[src/rtl/uart_ctrl_pkg.sv]
// Shared types and helpers for the UART transmit scheduler family.
// Optional build macro consumed by users of this package: UART_TX_CHANNEL_TAG_EN.
package uart_ctrl_pkg;

  typedef enum logic [1:0] {
    SETTLE    = 2'd0,
    IDLE      = 2'd1,
    WAIT_DONE = 2'd2,
    DRAIN     = 2'd3
  } sched_state_e;

  typedef enum logic {
    PHASE_TAG  = 1'b0,
    PHASE_DATA = 1'b1
  } tag_phase_e;

  localparam logic [7:0] TAG_BASE_DEFAULT = 8'hA0;

  // Index width for n requesters, never narrower than one bit.
  function automatic int id_width(input int n);
    return (n < 2) ? 1 : $clog2(n);
  endfunction

endpackage

[src/rtl/uart_tx_scheduler_rr_arbiter.sv]
// Combinational round-robin pick: first set request at or above the pointer,
// wrapping modulo the requester count.
module rr_arbiter #(
  parameter int numRequesters = 4,
  parameter int idWidth       = 2
) (
  input  logic [numRequesters-1:0] request_i,
  input  logic [idWidth-1:0]       pointer_i,
  output logic                     found_o,
  output logic [idWidth-1:0]       winner_o
);

  // Scan offsets from the far end down so the nearest offset is written last.
  always_comb begin
    found_o  = 1'b0;
    winner_o = '0;
    for (int k = numRequesters - 1; k >= 0; k--) begin
      int               cand;
      logic [idWidth-1:0] cand_idx;
      cand = int'(pointer_i) + k;
      if (cand >= numRequesters) cand = cand - numRequesters;
      cand_idx = idWidth'(cand);
      if (request_i[cand_idx]) begin
        found_o  = 1'b1;
        winner_o = cand_idx;
      end
    end
  end

endmodule

[src/rtl/uart_tx_scheduler.sv]
// Round-robin sharing of one UART byte transmitter among several byte sources.
// Build option UART_TX_CHANNEL_TAG_EN: precede each granted byte with a channel tag frame.
module uart_tx_scheduler
  import uart_ctrl_pkg::*;
#(
  parameter int         numRequesters     = 4,
  parameter int         waitTimeoutCycles = 2048,
  parameter logic [7:0] tagBase           = TAG_BASE_DEFAULT,
  localparam int        idWidth           = id_width(numRequesters)
) (
  input  logic                       systemClock,
  input  logic                       systemReset,
  input  logic [numRequesters-1:0]   requestValid,
  input  logic [numRequesters*8-1:0] requestByte,
  output logic [numRequesters-1:0]   requestReady,
  output logic [idWidth-1:0]         grantIndex,
  output logic                       schedulerBusy,
  output logic                       transmitDataValid,
  output logic [7:0]                 transmitByte,
  input  logic                       isTransmitActive,
  input  logic                       isTransmitDone,
  output logic                       timeoutError
);

  localparam int                  cntWidth = $clog2(waitTimeoutCycles) + 1;
  localparam logic [cntWidth-1:0] cntLast  = cntWidth'(waitTimeoutCycles - 1);

  sched_state_e             state_q, state_d;
  logic [numRequesters-1:0] ready_q, ready_d;
  logic [idWidth-1:0]       grant_q, grant_d;
  logic [idWidth-1:0]       ptr_q, ptr_d;
  logic                     busy_q, busy_d;
  logic                     load_q, load_d;
  logic                     timeout_q, timeout_d;
  logic [7:0]               byte_q, byte_d;
  logic [cntWidth-1:0]      cnt_q, cnt_d;
  logic                     done_prev_q;
`ifdef UART_TX_CHANNEL_TAG_EN
  tag_phase_e               phase_q, phase_d;
  logic [7:0]               data_q, data_d;
`endif

  logic                     arb_found;
  logic [idWidth-1:0]       arb_winner;
  logic [7:0]               req_bytes [numRequesters];
  logic                     tx_quiet;
  logic                     done_rise;

  genvar gi;
  generate
    for (gi = 0; gi < numRequesters; gi++) begin : g_unpack
      assign req_bytes[gi] = requestByte[8*gi +: 8];
    end
  endgenerate

  assign tx_quiet  = ~isTransmitActive & ~isTransmitDone;
  assign done_rise = isTransmitDone & ~done_prev_q;

  rr_arbiter #(
    .numRequesters(numRequesters),
    .idWidth      (idWidth)
  ) u_arb (
    .request_i(requestValid),
    .pointer_i(ptr_q),
    .found_o  (arb_found),
    .winner_o (arb_winner)
  );

  always_comb begin
    state_d   = state_q;
    ready_d   = '0;
    load_d    = 1'b0;
    timeout_d = 1'b0;
    byte_d    = byte_q;
    grant_d   = grant_q;
    ptr_d     = ptr_q;
    busy_d    = busy_q;
    cnt_d     = cnt_q;
`ifdef UART_TX_CHANNEL_TAG_EN
    phase_d   = phase_q;
    data_d    = data_q;
`endif
    unique case (state_q)
      // The transmitter has no reset, so wait out any frame left in flight.
      SETTLE: if (tx_quiet) state_d = IDLE;
      IDLE: begin
        if (arb_found) begin
          ready_d = numRequesters'(1) << arb_winner;
          load_d  = 1'b1;
          grant_d = arb_winner;
          busy_d  = 1'b1;
          ptr_d   = (arb_winner == idWidth'(numRequesters - 1)) ? '0 : arb_winner + 1'b1;
          cnt_d   = '0;
          state_d = WAIT_DONE;
`ifdef UART_TX_CHANNEL_TAG_EN
          byte_d  = tagBase | 8'(arb_winner);
          data_d  = req_bytes[arb_winner];
          phase_d = PHASE_TAG;
`else
          byte_d  = req_bytes[arb_winner];
`endif
        end
      end
      WAIT_DONE: begin
        cnt_d = cnt_q + 1'b1;
        if (done_rise) begin
          state_d = DRAIN;
        end else if (cnt_q == cntLast) begin
          timeout_d = 1'b1;
          busy_d    = 1'b0;
          state_d   = SETTLE;
        end
      end
      DRAIN: begin
        if (tx_quiet) begin
`ifdef UART_TX_CHANNEL_TAG_EN
          if (phase_q == PHASE_TAG) begin
            load_d  = 1'b1;
            byte_d  = data_q;
            phase_d = PHASE_DATA;
            cnt_d   = '0;
            state_d = WAIT_DONE;
          end else begin
            busy_d  = 1'b0;
            state_d = IDLE;
          end
`else
          busy_d  = 1'b0;
          state_d = IDLE;
`endif
        end
      end
      default: state_d = SETTLE;
    endcase
  end

  always_ff @(posedge systemClock) begin
    if (systemReset) begin
      state_q     <= SETTLE;
      ready_q     <= '0;
      grant_q     <= '0;
      ptr_q       <= '0;
      busy_q      <= 1'b0;
      load_q      <= 1'b0;
      timeout_q   <= 1'b0;
      byte_q      <= 8'h00;
      cnt_q       <= '0;
      done_prev_q <= 1'b0;
`ifdef UART_TX_CHANNEL_TAG_EN
      phase_q     <= PHASE_TAG;
      data_q      <= 8'h00;
`endif
    end else begin
      state_q     <= state_d;
      ready_q     <= ready_d;
      grant_q     <= grant_d;
      ptr_q       <= ptr_d;
      busy_q      <= busy_d;
      load_q      <= load_d;
      timeout_q   <= timeout_d;
      byte_q      <= byte_d;
      cnt_q       <= cnt_d;
      done_prev_q <= isTransmitDone;
`ifdef UART_TX_CHANNEL_TAG_EN
      phase_q     <= phase_d;
      data_q      <= data_d;
`endif
    end
  end

  assign requestReady      = ready_q;
  assign grantIndex        = grant_q;
  assign schedulerBusy     = busy_q;
  assign transmitDataValid = load_q;
  assign transmitByte      = byte_q;
  assign timeoutError      = timeout_q;

endmodule

[config.mk]
export PLATFORM = sky130hd
export DESIGN_NAME = uart_tx_scheduler
export DESIGN_NICKNAME = d
export VERILOG_FILES = /design/src/rtl/uart_ctrl_pkg.sv /design/src/rtl/uart_tx_scheduler_rr_arbiter.sv /design/src/rtl/uart_tx_scheduler.sv
export SDC_FILE = /design/constraint.sdc
export NUM_CORES = 1
export LEC_CHECK = 0
export ABC_AREA = 1
export ABC_CLOCK_PERIOD_IN_PS = 2400
export BUFFER_PORTS_ARGS = -buffer_cell sky130_fd_sc_hd__buf_4
export CORE_MARGIN = 1
export CORE_UTILIZATION = 23
export DETAILED_ROUTE_END_ITERATION = 10
export PLACE_DENSITY_LB_ADDON = 0.08
export SKIP_LAST_GASP = 1
export SYNTH_ARGS = -nofsm -noshare
export SYNTH_HDL_FRONTEND = slang
export SYNTH_SLANG_ARGS = --single-unit
[constraint.sdc]
create_clock -name systemClock -period 2.4 [get_ports systemClock]
set_input_delay 0 -clock systemClock [delete_from_list [all_inputs] [get_ports systemClock]]
set_output_delay 0 -clock systemClock [all_outputs]
set_load 0.05 [all_outputs]
Word-level counts from Yosys, hierarchy flattened
Index checks and enable logic that the tools add are counted.
Word-level totals
  bits in registers: 34
  output and inout bits: 17
  input port bits: 40
  word-level logic and storage cells: 98
Operators by class
  mux-type cells: 38
  add/subtract/negate cells: 9
  shift-type cells: 1
  eq/ne operators: 11
  reductions and logical operators: 11
  bitwise logic cells: 9
  magnitude comparators: 9
Operators with widths (number)
  two-way mux 2 bit: 13
  case mux 12 bit (2 select lines): 1
  binary-select mux 8 bit (select 2 bit): 1
  two-way mux 8 bit: 2
  two-way mux 1 bit: 14
  adder 12 x 1 -> 12 bit, second input constant: 1
  equality test 12 x 11 -> 1 bit, second input constant: 1
  >= comparator 3 bit, second input constant: 4
  less-than comparator 2 x 3 -> 1 bit, second input constant: 4
  two-way mux 12 bit: 1
  binary-select mux 1 bit (select 2 bit): 4
  != test 2 bit, second input constant: 4
  subtractor 2 x 1 -> 2 bit, second input constant: 4
  adder 2 x 2 -> 3 bit, second input constant: 2
  equality test 2 bit, second input constant: 3
  NOT 1 bit: 6
  case mux 2 bit (3 select lines): 1
  OR reduction 3 bit: 2
  AND reduction 5 bit: 1
  AND reduction 2 bit: 2
  OR reduction 2 bit: 2
  << shifter 1 x 2 -> 4 bit, first input constant: 1
  adder 2 x 1 -> 3 bit, second input constant: 1
  >= comparator 2 x 3 -> 1 bit, second input constant: 1
  other kinds (11): 12

Logic depth before layout (Yosys ltp)
Gate-level depths: netlist (run 1).
  depth after elaboration: 13
  gate-level depth with buffers: 15
  mapped depth without buffers: 14

Cells and area by module
From an unflattened synthesis (run 1), not the netlist that was laid out.
Unflattened totals
  cell total of the unflattened synthesis: 292
  area, all modules: 1936.9 µm²
Modules (own cells, without submodules)
  uart_tx_scheduler: times used 1, area each 1724.2 µm², seq. area each 680.7 µm², cells an instance 246
  rr_arbiter: times used 1, area each 212.7 µm², seq. area each 0.0 µm², cells an instance 46

Worst setup path before layout (run 1)
OpenSTA, ideal clock, no wires.
  kind: register -> register
  start: reg ptr_q[0]
  end: reg byte_q[3] (netlist: transmitByte[3])
  stages on the path, launching flop included: 12
  arrival time: 1595 ps
  setup time: 109 ps
  required time: 2291 ps
  clock period less this slack: 1704 ps
  buffers on the path: 1
  path slack: 696 ps
  cell sequence: dfxtp_1 -> inv_2 -> nand2_1 -> and2_1 -> a21o_4 -> o21ai_4 -> inv_2 -> buf_2 -> nor2_1 -> nor2_1 -> nand2_1 -> inv_1
Between the ends
  cells in the longest elaborated chain, start to end: 13
  elaborated cells on any way between the ends: 36
  those cells by class: 7 x add/sub; 4 x order compare; 23 x mux; 1 x bitwise; 1 x reduce/logical
Ends and longest elaborated chain
  from (decl): RTL line uart_tx_scheduler.sv:31  | logic [idWidth-1:0] ptr_q, ptr_d;
  from (signal assigned): RTL line uart_tx_scheduler.sv:157  | ptr_q <= ptr_d;
  adder 2 x 2 -> 3 bit: RTL line uart_tx_scheduler_rr_arbiter.sv:20  | cand = int'(pointer_i) + k;
  >= comparator 3 bit / subtractor 2 x 1 -> 2 bit (equally long branches): RTL line uart_tx_scheduler_rr_arbiter.sv:21  | if (cand >= numRequesters) cand = cand - numRequesters;
  two-way mux 2 bit: RTL line uart_tx_scheduler_rr_arbiter.sv:21
  binary-select mux 1 bit (select 2 bit): RTL line uart_tx_scheduler_rr_arbiter.sv:23  | if (request_i[cand_idx]) begin
  two-way mux 1 bit (implied by the code): RTL line uart_tx_scheduler_rr_arbiter.sv:23
  two-way mux 2 bit (4 in a row): RTL line uart_tx_scheduler_rr_arbiter.sv:23
  NOT 2 -> 3 bit (implied by the code): RTL line uart_tx_scheduler.sv:100  | byte_d = req_bytes[arb_winner];
  binary-select mux 8 bit (select 2 bit): RTL line uart_tx_scheduler.sv:100
  two-way mux 8 bit (implied by the code) (2 in a row): RTL line uart_tx_scheduler.sv:100
  to (signal assigned): RTL line uart_tx_scheduler.sv:161  | byte_q <= byte_d;
  to (decl): RTL line uart_tx_scheduler.sv:35  | logic [7:0] byte_q, byte_d;
Parallel ways exist; a longest one is shown, timed or not. The select of a mux whose other input is x is not followed.
A chain may end at the register's enable or synchronous reset.

Final worst setup path (run 1)
  start: reg ptr_q[0]
  end: reg byte_q[0] (netlist: transmitByte[0])
The elaborated chain is that of the path after synthesis.

==> key figures, run 1 <==
Setup path
  • Crit. path cell count: 12
  • Arr. time, crit path: between 2000 and 2500 ps
  • Setup CP Type: reg2reg
  • R2r startpoint: ptr_q[0]
  • CP dominant cell by count: nand2_1
  • Worst Setup Start Kind: flip-flop
  • Critical path origin: ptr_q[0]
  • Slowest cell on crit path: dfxtp_1
  • Reg-to-reg slack, setup: around 390 ps
  • Reg2reg path depth: 12
  • Element type at the critical path end: flip-flop
  • Crit Path Max Fanout: 23
  • CP top delay family: simple AND/OR/NAND/NOR gates
  • Crit path largest cell delay: between 300 and 400 ps
  • WP buf/inv: 2
  • Required @ worst endpoint: 2580 ps
  • Reg2reg end: transmitByte[0]
  • CP Cell Sequence: inv_2 > nand2_1 > and2_1 > a21o_4 > nand2_1 > nand2_1 > nand2_2 > inv_1 > nand2_1 > nand3_1 > nand2_1 > nor2_1
  • End of the critical path: transmitByte[0]

Floorplan
  • Starting density of the core: 0.242
  • DIE WIDTH: 98.8 um
  • Die Height: about 99 um
  • Core area: about 8900 um^2
  • Top-Level Pins: 57
  • Row count: 34
  • Die area: around 9800 um^2

Global routing
  • Met2 Use GR: 0.212
  • Pin count of the biggest net entering global routing: 24
  • Global route total overflow: 0
  • GRT Resource Usage Total: 0.132
  • Vias in the first global route: about 2200
  • Initial antenna violation count: 0
  • Met1 usage: 0.174
  • Gr busiest metal: met2
  • Met3 Use GR: 0.0305
  • First-pass GRT wire length: just over 10000 um

STA
  • Final worst setup slack: between 300 and 400 ps
  • Worst-margin pin slew: between 400 and 500 ps
  • Fin crit period: roughly 2000 ps
  • Final hold violation count: 0
  • Final period utilization: 0.839
  • Setup Skew: roughly 11 ps
  • RSZ-0062 raised after global routing: no
  • # setup viols final: 0
  • Setup TNS: 0 ps
  • Slew Viols, Final: 0
  • Slew Limit Headroom: 0.667
  • F_max: 0.497 GHz

CTS
  • # Post-CTS Setup Buffers: 0
  • Clk slew on worst S/H paths: roughly 80 ps
  • Post-cts resize count: 0
  • TritonCTS clock tree: done
  • H-tree level count: 2
  • Clock Tree Buf Depth: 2
  • CTS Buf Count: 5
  • Worst-Skew Late Latency: 290 ps
  • Clk root buf: clkbuf_8
  • Clock sinks: 34
  • CTS hold repair buffers: 1

Routing
  • Drt initial violations: 100
  • Wirelength per Cell: about 12 um
  • DRC: 0
  • Vias: roughly 2200
  • DR pass1 iterations: 4
  • Post-DRT Antenna Nets: 0
  • Drt via density: between 4 and 5
  • DRT Wirelength: around 6100 um

Final layout
  • Post-layout util: 0.311
  • Fillers: approximately 980
  • Layout cells sized above 1: 0.216
  • Nets@finish: between 400 and 500
  • Antenna diodes: 0
  • Synth-to-layout area growth: 28.3%

Power
  • Logic pwr share: 0.590
  • Pleak: around 0.0014 uW
  • Pwr Density: between 1000 and 1500 nW/um^2
  • Power share of the sequential group: 0.257
  • Internal power: between 1000 and 1500 uW
  • Sw Ratio: 0.507
  • Clk network pwr share: 0.153
  • NetSw: 1490 uW
  • Max VDD drop: about 0.5 mV

Placement
  • Buffers added on ports: 56
  • HPWL Detailed: approximately 4700 um
  • Pre-CTS setup slack: approximately 380 ps
  • RePlAce Congestion: just under 0.8

Yosys
  • Top_reg_cell synth: dfxtp_1
  • Synthesized flop and latch total: 34
  • Post-Syn Nets: 390
  • Sequential area share after synthesis: 0.316
  • Post-synth ARST share: 0
  • Number of synthesized flops with an enable pin: 0
  • Library cells used by synthesis: 33
  • Mapped cell area: 2160 um^2
  • Mapped Cells: about 350
  • Syn. warnings: 0
  • Mean Syn Cell Area: between 6 and 7 um^2

Min path
  • Worst hold path type: in2reg

Flow run
  • Max Cap Viol: 0

Status
  • Outcome: finished, final reports clean
==> sequential cells by signal, summed over array words and instances (netlist names) <==
name / cells
ptr_q: 2
transmitDataValid: 1
requestReady: 4
schedulerBusy: 1
state_q: 2
transmitByte: 8
timeoutError: 1
done_prev_q: 1
grantIndex: 2
cnt_q: 12
==> metal layers <==
metal / up-vias / part of all wire
met5: - / 0
met4: 0 / 0.015
met3: 8 / 0.040
met2: 44 / 0.45
met1: 1006 / 0.50
li1: 1187 / -
==> worst reg2reg max path: stages, from the launching register on <==
cell     delay [ps]
dfxtp_1         370
inv_2           170
nand2_1          80
and2_1          160
a21o_4          210
nand2_1          70
nand2_1          70
nand2_2         340
inv_1           150
nand2_1          90
nand3_1          80
nand2_1          90
nor2_1           40
==> power groups by stage <==
stage	clock [uW]	combinational [uW]	sequential, uW
floorplan	0	1100	1000
global route	496	1930	770
finish	449	1730	754
global placement	0	1730	765
detailed placement	0	1730	765
CTS	471	1740	754
==> cells in the final DEF (no fill, tap or decap), types with 2 or more instances in the layout <==
cell type	Yosys	layout
a21oi_1	12	12
a21oi_2	5	5
buf_4	3	58
clkbuf_8	0	6
dfxtp_1	34	34
ha_1	4	4
inv_1	61	61
inv_2	4	4
nand2_1	84	84
nand2_2	8	8
nand3_1	45	45
nand3b_1	4	4
nand4_1	4	4
nor2_1	39	39
nor3_1	4	4
nor3b_1	2	2
o21ai_0	8	8
o21ai_1	3	3
xor2_1	3	3
==> synth_stat cells (2+ instances only) <==
| library cell | n | area share |
|---|---|---|
| nor2_1 | 39 | 0.068 |
| xor2_1 | 3 | 0.012 |
| buf_4 | 3 | 0.010 |
| dfxtp_1 | 34 | 0.32 |
| o21ai_0 | 8 | 0.019 |
| inv_2 | 4 | 0.0070 |
| nand2_2 | 8 | 0.023 |
| nor3b_1 | 2 | 0.0070 |
| nor3_1 | 4 | 0.0093 |
| buf_2 | 4 | 0.0093 |
| a21oi_1 | 12 | 0.028 |
| o21ai_1 | 3 | 0.0070 |
| a21oi_2 | 5 | 0.020 |
| nand2_1 | 84 | 0.15 |
| nand4_1 | 4 | 0.012 |
| nand3_1 | 45 | 0.10 |
| inv_1 | 61 | 0.11 |
| ha_1 | 4 | 0.023 |
| clkbuf_1 | 2 | 0.0035 |
| nand3b_1 | 4 | 0.014 |
==> area by class of cell <==
class                           count  area [um^2]  area share
Clock buffer                        7         86.3      0.0312
Clock inverter                      1         5.00     0.00181
Inverter                           67          254      0.0918
Timing Repair Buffer               59          445       0.161
Multi-Input combinational cell    235         1160       0.419
Tap cell                          108          135      0.0488
Sequential cell                    34          681       0.246
==> cell families after synthesis <==
logic type | after synthesis | share of synthesized area
simple gates | 192 | 0.392
buf+inv | 77 | 0.146
compound gates | 36 | 0.111
flops | 34 | 0.316
fa+ha+maj | 4 | 0.0232
xor+xnor | 3 | 0.0122
==> through the flow <==
stage / hold slack, ps / std cells / total power [uW] / area [um^2]
floorplan: 125 / 346 / 2100 / 2160
finish: 60.0 / 511 / 2930 / 2770
detailed placement: 247 / 502 / 2500 / 2670
global placement: 245 / 502 / 2500 / 2670
global route: 63.8 / 511 / 3200 / 2770
CTS: 50.6 / 511 / 2960 / 2770
==> worst min path at each step <==
stage | startpoint | to | slack, ps | depth (start not counted)
finish | systemReset | cnt_q[11] | 60 | 2
global route | systemReset | cnt_q[11] | 60 | 2
CTS | systemReset | cnt_q[11] | 50 | 2
detailed placement | isTransmitDone | done_prev_q | 250 | 3
global placement | isTransmitDone | done_prev_q | 240 | 3
floorplan | isTransmitDone | done_prev_q | 120 | 2
Note: power is estimated with default switching activity, not from simulation.
==> run 2: changes to the inputs <==
--- a/config.mk
+++ b/config.mk
@@ -6,7 +6,7 @@
 export NUM_CORES = 1
 export LEC_CHECK = 0
 export ABC_AREA = 1
-export ABC_CLOCK_PERIOD_IN_PS = 2400
+export ABC_CLOCK_PERIOD_IN_PS = 1900
 export BUFFER_PORTS_ARGS = -buffer_cell sky130_fd_sc_hd__buf_4
 export CORE_MARGIN = 1
 export CORE_UTILIZATION = 23
==> constraint.sdc (replaced) <==
create_clock -name systemClock -period 1.9 [get_ports systemClock]
set_input_delay 0 -clock systemClock [delete_from_list [all_inputs] [get_ports systemClock]]
set_output_delay 0 -clock systemClock [all_outputs]
set_load 0.05 [all_outputs]
==> run 2 against run 1 <==
Against the previous run: final area grew 8.0%; die area is the same; non-clock buffer count up 16; sequential power increased by 25%; routed wire length shrank 1.1%; maximum frequency grew 13%; count of clock-buffer cells in the layout down 2; largest cell class unchanged; critical path type unchanged; setup slack lost 270 ps.
==> key figures, run 2 (synthesis gave the netlist of run 1 again) <==
STA
  • Final worst setup slack: ~120 ps
  • Final hold slack: about 38 ps
  • Fin crit period: about 1800 ps
  • F_max: 0.561 GHz
  • Worst-margin pin slew: between 300 and 400 ps
  • # setup viols final: 0
  • RSZ-0062 raised after global routing: yes
  • Final hold violation count: 0
  • Final period utilization: 0.938
  • Slew Limit Headroom: 0.769
  • Setup Skew: ~12 ps
  • Slew Viols, Final: 0

Global routing
  • Pin count of the biggest net entering global routing: 20
  • Initial antenna violation count: 0
  • First-pass GRT wire length: slightly above 10000 um
  • Global route total overflow: 0
  • Vias in the first global route: about 2200
  • GRT Resource Usage Total: 0.132

Setup path
  • CP Cell Sequence: ha_1 > nand2_1 > nor3_1 > nand2_1 > o31ai_1 > nand4_1 > nand2_1 > a21oi_1
  • CP dominant cell by count: nand2_1
  • Setup CP Type: reg2reg
  • Worst Setup Start Kind: flip-flop
  • Slowest cell on crit path: dfxtp_1
  • Crit Path Max Fanout: 4
  • Element type at the critical path end: flip-flop
  • Required @ worst endpoint: around 2100 ps
  • Arr. time, crit path: 1960 ps
  • Crit path largest cell delay: between 300 and 400 ps

Final layout
  • Post-layout util: 0.336
  • Layout cells sized above 1: 0.274
  • Max reg flops: 12
  • Synth-to-layout area growth: 38.5%
  • Nets@finish: between 400 and 500
  • Commonest non-fill, non-tap cell in the layout: nand2_1
  • Largest reg by FF count: cnt_q
  • Post-layout instance area: between 2000 and 3000 um^2
  • Most frequent cells in the layout: nand2_1 (82), buf_4 (72), inv_1 (60), nand3_1 (45), nor2_1 (37)
  • Antenna diodes: 0

Min path
  • Worst hold path type: in2reg

Routing
  • Post-DRT Antenna Nets: 0
  • DRT Wirelength: roughly 6100 um
  • DRC: 0
  • Highest routed metal layer: met4
  • Wl on met1: approximately 3000 um
  • DR pass1 iterations: 4
  • Wire length on met3: between 150 and 200 um
  • Vias: ~2300
  • Drt via density: between 4 and 5
  • Wirelength per Cell: 11.5 um
  • WL met2: 2900 um
  • Drt initial violations: 72

CTS
  • Clock Tree Buf Depth: 2
  • CTS Buf Count: 5
  • Clk slew on worst S/H paths: 80 ps
  • Clock sinks: 34
  • Clk root buf: clkbuf_8
  • TritonCTS clock tree: done
  • H-tree level count: 2
  • Worst-Skew Late Latency: around 290 ps

Placement
  • Buffers added on ports: 56
  • HPWL Detailed: 4760 um
  • RePlAce Congestion: between 0.8 and 0.9
  • Pre-CTS setup slack: slightly below 50 ps
  • Post-DP Area: 2750 um^2

Power
  • Max VDD drop: ~0.63 mV
  • Pwr Density: approximately 1400 nW/um^2
  • Pleak: roughly 0.0015 uW
  • Tot Pwr: 4260 uW

Floorplan
  • Die Height: 98.8 um
  • DIE WIDTH: 98.8 um
  • Core area: 8890 um^2
  • Starting density of the core: 0.242
  • Row count: 34
  • Top-Level Pins: 57
  • Die area: 9760 um^2

Status
  • Outcome: finished, final reports clean

Flow run
  • Max Cap Viol: 0
run 2: cell count changes in the layout (fill, tap and decap cells not counted), sizes merged:
| cell | delta |
|---|---|
| clkbuf | -2 |
| inv | +1 |
| buf | +16 |
| clkinv | -1 |
| bufinv | +2 |
run 2: worst max-delay path, delay by kind of cell, from the launching register on:
kind,cells,cell delay [ps]
flops,1,390
simple gates,5,680
fa+ha+maj,1,220
compound gates,2,380
run 2: stage by stage:
stage	setup TNS (ps)	std cells
final	0	527
after global placement	0	513
after global routing	-16.3	527
after detailed placement	0	513
after floorplan	0	346
after CTS	0	522
run 2: final cells by class:
| class | count | area (um^2) |
|---|---|---|
| clock inverter | 3 | 68.8 |
| multi-input combinational | 235 | 1180 |
| sequential | 34 | 686 |
| tap | 108 | 135 |
| fill | 986 | 5900 |
| timing repair buffer | 75 | 586 |
| inverter | 67 | 259 |
| clock buffer | 5 | 68.8 |
run 2: path summary, 6_finish.rpt:
kind                  from             to  slack [ps]  cells after the start
max               cnt_q[1]  schedulerBusy         120                      8
min            systemReset       cnt_q[7]          40                      2
max reg2reg       cnt_q[1]  schedulerBusy         120                      8
min reg2reg  schedulerBusy  schedulerBusy         470                      2
run 2: routing by layer:
metal,GRT usage,vias up
met5,0,-
met4,0.0390,0
met3,0.0277,6
met2,0.228,37
met1,0.165,1017
li1,-,1218
run 2: what timing repair did:
action / CTS / global route
endpoints found under the hold margin: 1 / 0
endpoints found under the setup margin: 0 / 21
hold buffers: 1 / 0
gates resized for setup: 0 / 16
setup buffers: 0 / 5
run 2: power by group:
part           internal (uW)  switching (uW)
registers                851            93.8
logic                    951            1540
clock network            526             294
total                   2330            1930
